--- src/rtl/raybox_buttons.sv ---
// Four-button front end: synchronizes and debounces K4..K1, then decodes
// movement or debug levels, with chord modes reached by opposing presses.
module raybox_buttons #(
  parameter int unsigned DEBOUNCE_CYCLES = 250000
) (
  input  logic       clk,
  input  logic       reset_n,
  input  logic [4:1] K_n,
  output logic       moveF,
  output logic       moveB,
  output logic       moveL,
  output logic       moveR,
  output logic       debugA,
  output logic       debugB,
  output logic       debugC,
  output logic       debugD,
  output logic [1:0] chord
);

  // state  | meaning
  // NORMAL | plain movement decode
  // CHORD1 | K2+K3 held; K4/K1 drive debugA/debugB
  // CHORD2 | K1+K4 held; K2/K3 drive debugC/debugD
  // DRAIN  | chord broken; outputs quiet until every button is released
  typedef enum logic [1:0] {
    NORMAL = 2'd0,
    CHORD1 = 2'd1,
    CHORD2 = 2'd2,
    DRAIN  = 2'd3
  } state_t;

  localparam int CW = $clog2(DEBOUNCE_CYCLES + 1);
  localparam logic [CW-1:0] CNT_LAST = CW'(DEBOUNCE_CYCLES - 1);

  logic [4:1]    sync1_q, sync2_q;
  logic [4:1]    stable_q;
  logic [CW-1:0] cnt_q [4:1];
  logic [4:1]    pressed;
  state_t        state_q, state_d;
  logic [7:0]    out_d, out_q;

  always_ff @(posedge clk or negedge reset_n) begin
    if (!reset_n) begin
      sync1_q <= 4'hF;
      sync2_q <= 4'hF;
    end else begin
      sync1_q <= K_n;
      sync2_q <= sync1_q;
    end
  end

  // A single matching sample clears the count, so bounces restart it and it
  // can never reach past DEBOUNCE_CYCLES-1.
  always_ff @(posedge clk or negedge reset_n) begin
    if (!reset_n) begin
      stable_q <= 4'hF;
      for (int i = 1; i <= 4; i++) cnt_q[i] <= '0;
    end else begin
      for (int i = 1; i <= 4; i++) begin
        if (sync2_q[i] == stable_q[i]) begin
          cnt_q[i] <= '0;
        end else if (cnt_q[i] == CNT_LAST) begin
          stable_q[i] <= ~stable_q[i];
          cnt_q[i]    <= '0;
        end else begin
          cnt_q[i] <= cnt_q[i] + CW'(1);
        end
      end
    end
  end

  assign pressed = ~stable_q;

  always_comb begin
    state_d = state_q;
    case (state_q)
      NORMAL: begin
        if (pressed[2] && pressed[3])      state_d = CHORD1;
        else if (pressed[1] && pressed[4]) state_d = CHORD2;
      end
      CHORD1: if (!(pressed[2] && pressed[3])) state_d = DRAIN;
      CHORD2: if (!(pressed[1] && pressed[4])) state_d = DRAIN;
      DRAIN:  if (pressed == 4'b0000)          state_d = NORMAL;
      default: state_d = NORMAL;
    endcase
  end

  // Outputs follow the next state so a mode change and its decode land together.
  // Bit order: {moveF, moveB, moveL, moveR, debugA, debugB, debugC, debugD}
  always_comb begin
    out_d = 8'h00;
    case (state_d)
      NORMAL:  out_d[7:4] = {pressed[4], pressed[1], pressed[3], pressed[2]};
      CHORD1:  out_d[3:2] = {pressed[4], pressed[1]};
      CHORD2:  out_d[1:0] = {pressed[2], pressed[3]};
      default: out_d = 8'h00;
    endcase
  end

  always_ff @(posedge clk or negedge reset_n) begin
    if (!reset_n) begin
      state_q <= NORMAL;
      out_q   <= 8'h00;
    end else begin
      state_q <= state_d;
      out_q   <= out_d;
    end
  end

  assign {moveF, moveB, moveL, moveR, debugA, debugB, debugC, debugD} = out_q;
  assign chord = state_q;

endmodule

--- config.mk ---
export PLATFORM = sky130hd
export DESIGN_NAME = raybox_buttons
export DESIGN_NICKNAME = d
export VERILOG_FILES = /design/src/rtl/raybox_buttons.sv
export SDC_FILE = /design/constraint.sdc
export NUM_CORES = 1
export LEC_CHECK = 0
export BUFFER_PORTS_ARGS = -buffer_cell sky130_fd_sc_hd__clkbuf_2
export CAP_MARGIN = 15
export CORE_MARGIN = 3
export CORE_UTILIZATION = 35
export DETAILED_ROUTE_END_ITERATION = 12
export HOLD_SLACK_MARGIN = 0.06
export PLACE_DENSITY = 0.59
export SYNTH_ARGS = -nofsm -noshare
export SYNTH_HDL_FRONTEND = slang
export SYNTH_SLANG_ARGS = --single-unit
--- constraint.sdc ---
create_clock -name clk -period 2 [get_ports clk]
set_input_delay 0.3 -clock clk [delete_from_list [all_inputs] [get_ports clk]]
set_output_delay 0.3 -clock clk [all_outputs]
set_load 0.02 [all_outputs]
==> results of run 1 <==
## state kept, by name, summed over array words and instances, names as in the netlist
register and count:
stable_q 4, sync2_q 4, cnt_q 72, out_q 8
sync1_q 4, chord 2
## report_power, final
group          internal [mW]  switching (mW)
Clock                  0.883           0.749
Combinational         0.0500          0.0823
Sequential              1.94          0.0234
## layout make-up
type / count / area share (%)
Multi-Input combinational cell: 303 / 37.5
Inverter: 15 / 1.10
Tap cell: 168 / 4.10
Clock inverter: 6 / 0.927
Sequential cell: 94 / 46.2
Timing Repair Buffer: 39 / 5.51
Clock buffer: 10 / 4.66
## cell usage after synthesis, drive strengths merged (10+ instances only)
| master | n | share of area (%) |
|---|---|---|
| nand2 | 12 | 1.0 |
| nor2 | 83 | 7.1 |
| inv | 15 | 1.3 |
| nor4 | 23 | 3.3 |
| nand3 | 27 | 3.3 |
| a21oi | 10 | 1.1 |
| xor2 | 20 | 4.0 |
| nand4 | 20 | 3.0 |
| dfrtp | 82 | 46 |
| nor3 | 12 | 1.4 |
| dfstp | 12 | 7.1 |
| xnor2 | 41 | 8.1 |
## logic make-up after synthesis
| family | Yosys count | synth area share, % |
|---|---|---|
| and+or+nand+nor | 208 | 24.4 |
| DFF | 94 | 53.6 |
| xor gates and xnor gates | 61 | 12.1 |
| buffers and inverters | 28 | 2.81 |
| AOI/OAI and AO/OA | 25 | 4.73 |
| muxes | 5 | 1.25 |
| adders and majority gates | 4 | 1.13 |
## metal layers
layer | vias to the layer above | track usage [%] | part of all wire, %
met5 | - | 0 | 0
met4 | 0 | 7.18 | 2.6
met3 | 19 | 2.49 | 2.4
met2 | 33 | 20.2 | 47
met1 | 1557 | 17.9 | 48
li1 | 1554 | - | -
## final timing paths
path | depth (start not counted) | from | endpoint | slack (ps)
worst min-delay path | 0 | sync1_q[2] | sync2_q[2] | 350
worst max register to register | 5 | cnt_q[10] | cnt_q[13] | 250
max in group asynchronous | 3 | reset_n | sync1_q[4] | 860
worst max-delay path | 5 | cnt_q[10] | cnt_q[13] | 250
min in group asynchronous | 2 | reset_n | cnt_q[32] | 460
worst min register to register | 0 | sync1_q[2] | sync2_q[2] | 350
## worst max-delay path, cell delays in order (launching register included)
cell and delay, ps:
dfrtp_1 420, nor4_1 270, nand4_1 210, o41ai_4 370, buf_4 280, nor2_1 80
## cells in the final DEF, fill, tap and decap left out, types with 4 or more instances in the layout
cell	Yosys	final
a21oi_1	10	10
dlygate4sd3_1	0	5
or3_1	5	5
nand4_1	19	19
ha_1	4	4
dfrtp_1	82	82
clkbuf_16	0	9
xnor2_1	41	41
inv_1	15	15
o21ai_0	5	5
and4_1	6	6
clkbuf_2	0	14
nor4b_1	4	4
nor3_1	12	12
mux2_2	4	4
nand3_1	25	25
buf_4	2	19
nand2_1	12	12
nor4_1	23	23
nor3b_1	4	4
nor2_1	83	83
xor2_1	20	20
clkinv_4	0	4
dfstp_2	12	12
==> reports/results.ini, run 1 <==
[cells_and_area]
syn_to_final_growth_pct = 16.1
antennaDiodeCount = 0
drive_gt1_share_pct = 16.1
nNetsFinal = 472
fill_cells = 1168
seq_area_um2 = 2370
final_core_util_pct = 42.2
multiInputGateArea_um2 = 1920
fin_cells = 635
stdcell_area_um2 = 5130

[floorplanning]
io_pins = 16
die_area_um2 = 14000
core_area_um2 = 12200
chipHeight_um = 118
std_cell_rows = 40
die_width_um = 118
initial_core_util_pct = 36.3

[setup_path]
path_max_fanout = 18
required_ps = 2230
arrival_ps = 1980
setup.worst_path.end_class = flip-flop
worstSetupStartpointType = flip-flop
criticalPathCategory = reg -> reg

[synthesis]
syn_area_um2 = 4420
synthDistinctLibCells = 38
ys_ff_latch = 94
yosys_most_used_dff = dfrtp_1
synth_area_per_cell_um2 = 10.4
yosys_warnings = 0
seq_area_frac_synth_pct = 53.6
synth_edf_count = 0
syn_nets = 435
async_reset_ff_share_pct = 100
synthCells = 425

[power]
cellPowerDensity_nw_per_um2 = 726
max-vdd-ir-drop_mv = 0.376
p_leak_nw = 2.09
finalPower_mw = 3.72

[clock_tree]
cts_num_sinks = 94
clockRootBuffer = clkbuf_16
ctsHoldBuffers = 5
cts_resized = 0
cts_buffers = 9
clkTransAtPathRegs_ps = 70
cts_tree = yes
postCtsSetupRepairBufs = 0
h-tree-depth = 3
clk-insertion-delay-late_ps = 350
clockBufferDepth = 2

[sta]
slew_viol_final = 0
max_clock_freq_mhz = 572
fin_setup_tns_ps = 0
setup_slack_ps = 251
setup_viol = 0
fin_skew_ps = 8.36
rsz0062_at_grt = false
hold_violations = 0
hold_ws_ps = 352
worst_pin_slew_ps = 509
relSlewSlack_pct = 66.1
fin_crit_ps = 1750
min_period_over_period_pct = 87.5

[detailed_routing]
detail-route-antenna-nets = 0
dr.first_iter.drc_count = 153
firstDrtPassIters = 4
drt-total-wl_mm = 8.51
drcViolationCount = 0
viasPerCell = 4.98
vias = 3163
wl_per_cell_um = 13.4

[global_route]
grt-ovfl-total = 0
grt.total_usage_pct = 13.3
antenna_found_initial = 0
grt_pass1_vias = 3185
grt_max_degree = 38
grt_pass1_wl_mm = 15.3

[place]
dpl_worst_slack_ps = 236
place_inst = 614
dp_hpwl_mm = 5.80
gp_congestion = 0.916
port_buffers = 15
placed_cell_area_um2 = 4790

[run]
drv_cap = 0

[hold_path]
hold_path.class = reg -> reg

[run_status]
status = finished clean

Power figures use the tool's default switching activity.
==> run 2: changes to the inputs <==
CORE_UTILIZATION = 38   (was 35)
HOLD_SLACK_MARGIN = 0.1   (was 0.06)
PLACE_DENSITY = 0.62   (was 0.59)
clock period = 1.8 ns   (was 2 ns; I/O delays follow)
==> run 2 against run 1 <==
Combinational power is 12% higher. Hold slack better by 1.9 ps. Core utilization is 5.0 points higher. Largest power group is now the clock network. Critical endpoint is now cnt_q[11]. Sequential share of layout area is 0.79 points lower. Worst setup slack worse by 180 ps. Critical path type unchanged. Count of clock-buffer cells in the layout is 1 higher. Cell count is 3.6% lower. Fmax is 0.97% higher. Register-to-register slack worse by 180 ps. Via count is 1.6% higher. First-iteration DRC count is 15% lower. Highest routed layer unchanged.
==> reports/results.ini, run 2 (synthesized netlist as in run 1, its figures left out) <==
[detailed_routing]
firstDrtPassIters = 4
detail-route-antenna-nets = 0
vias = 3215
viasPerCell = 5.25
drt-total-wl_mm = 8.34
dr.first_iter.drc_count = 130
wl_per_cell_um = 13.6
drcViolationCount = 0

[cells_and_area]
final_core_util_pct = 47.1
largest-register = cnt_q
layout_common_cells = 83 x nor2_1, 80 x dfrtp_1, 41 x xnor2_1
final_common_cell = nor2_1
stdcell_area_um2 = 5220
largest_reg_flops = 72
fin_cells = 612
antennaDiodeCount = 0
fill_cells = 1024
syn_to_final_growth_pct = 18.3
nNetsFinal = 478
reg.largest.list = cnt_q (72), out_q (8)
drive_gt1_share_pct = 17.6

[global_route]
grt_pass1_vias = 3137
grt_max_degree = 40
grt_pass1_wl_mm = 14.9
grt.total_usage_pct = 14.2
antenna_found_initial = 0
grt-ovfl-total = 0

[setup_path]
slowest_delay_ps = 420
r2r_cells = 5
arrival_ps = 1960
r2r_setup_slack_ps = 70
r2r-start = cnt_q[10]
setup.worst_path.end_class = flip-flop
path_max_fanout = 10
required_ps = 2030
regToRegEndpoint = cnt_q[11]
worstSetupStartpointType = flip-flop
crit_chain = nor4_1 -> nand4_1 -> o41ai_4 -> buf_4 -> nor2_1
path_buf_inv = 1
criticalPathCategory = reg -> reg
critPathTopFamily = simple AND/OR/NAND/NOR gates
slowest_stage = dfrtp_1

[floorplanning]
die_width_um = 114
die_area_um2 = 12900
chipHeight_um = 114
std_cell_rows = 38
initial_core_util_pct = 39.9
core_area_um2 = 11100
io_pins = 16

[place]
placed_cell_area_um2 = 4800
place_inst = 592
port_buffers = 15
dp_hpwl_mm = 5.84
gp_congestion = 0.865
dpl_worst_slack_ps = 61.8

[sta]
fin_skew_ps = 5.83
slew_viol_final = 0
max_clock_freq_mhz = 577
worst_pin_slew_ps = 522
setup_slack_ps = 67.6
fin_setup_tns_ps = 0
rsz0062_at_grt = false
relSlewSlack_pct = 65.2
min_period_over_period_pct = 96.2
hold_violations = 0
fin_crit_ps = 1730
setup_viol = 0

[clock_tree]
clockRootBuffer = clkbuf_16
clkTransAtPathRegs_ps = 60
h-tree-depth = 3
clockBufferDepth = 2
postCtsSetupRepairBufs = 0
cts_buffers = 9
cts_num_sinks = 94
cts_tree = yes
clk-insertion-delay-late_ps = 340

[hold_path]
min_from = sync1_q[3]
whs_path_depth = 0
hold_path.class = reg -> reg
hold_end = sync2_q[3]

[power]
p_leak_nw = 2.15
cellPowerDensity_nw_per_um2 = 878
max-vdd-ir-drop_mv = 0.622

[run]
drv_cap = 0

[run_status]
status = finished clean

run 2: cell types whose count changed in the layout (fill, tap and decap cells not counted), sizes merged:
cell	previous run	this run
clkbuf	24	25
clkinv	5	0
bufinv	0	4
clkinvlp	1	0
buf	20	26
run 2: area by class of cell:
| cell class | instances | area [µm²] | area share, % |
|---|---|---|---|
| Multi-Input combinational cell | 303 | 1940 | 37.2 |
| Tap cell | 140 | 175 | 3.35 |
| Timing Repair Buffer | 45 | 328 | 6.28 |
| Clock inverter | 4 | 120 | 2.30 |
| Inverter | 15 | 56.3 | 1.08 |
| Sequential cell | 94 | 2370 | 45.4 |
| Clock buffer | 11 | 233 | 4.46 |
run 2: layer usage:
layer	track usage, %	part of all wire [%]
met4	3.64	1.1
met3	4.62	4.3
met2	22.5	48
met5	0	0
met1	18.9	47
run 2: power breakdown:
group / internal [mW] / total, mW / switching [mW]
sequential: 2.15 / 2.18 / 0.0258
clock: 1.49 / 2.26 / 0.771
combinational: 0.0570 / 0.148 / 0.0913
run 2: worst max path at each step:
stage,start,end,cells after the start
2_1_floorplan,cnt_q[36],cnt_q[45],5
3_3_place_gp,cnt_q[10],stable_q[1],4
3_5_place_dp,cnt_q[10],cnt_q[15],5
4_1_cts,cnt_q[10],cnt_q[11],5
5_1_grt,cnt_q[10],cnt_q[15],5
6_report,cnt_q[10],cnt_q[11],5
run 2: timing repair:
item                       4_1_cts  5_1_grt
hold endpoints to repair        35        0
gates resized for setup          0        5
hold buffers                     5        0
setup endpoints to repair        0       17
run 2: stage by stage:
step	total power [mW]	hold WS, ps
final	4.59	354
after CTS	4.65	358
after global placement	2.36	277
after global routing	4.76	364
after floorplan	2.28	-25.6
after detailed placement	2.36	286
run 2: worst register-to-register path, delay by kind of cell (launching register included):
kind,cells,cell delay (ps)
AND/OR/NAND/NOR,3,560
AO/OA/AOI/OAI,1,410
flip-flops,1,420
buffers and inverters,1,230
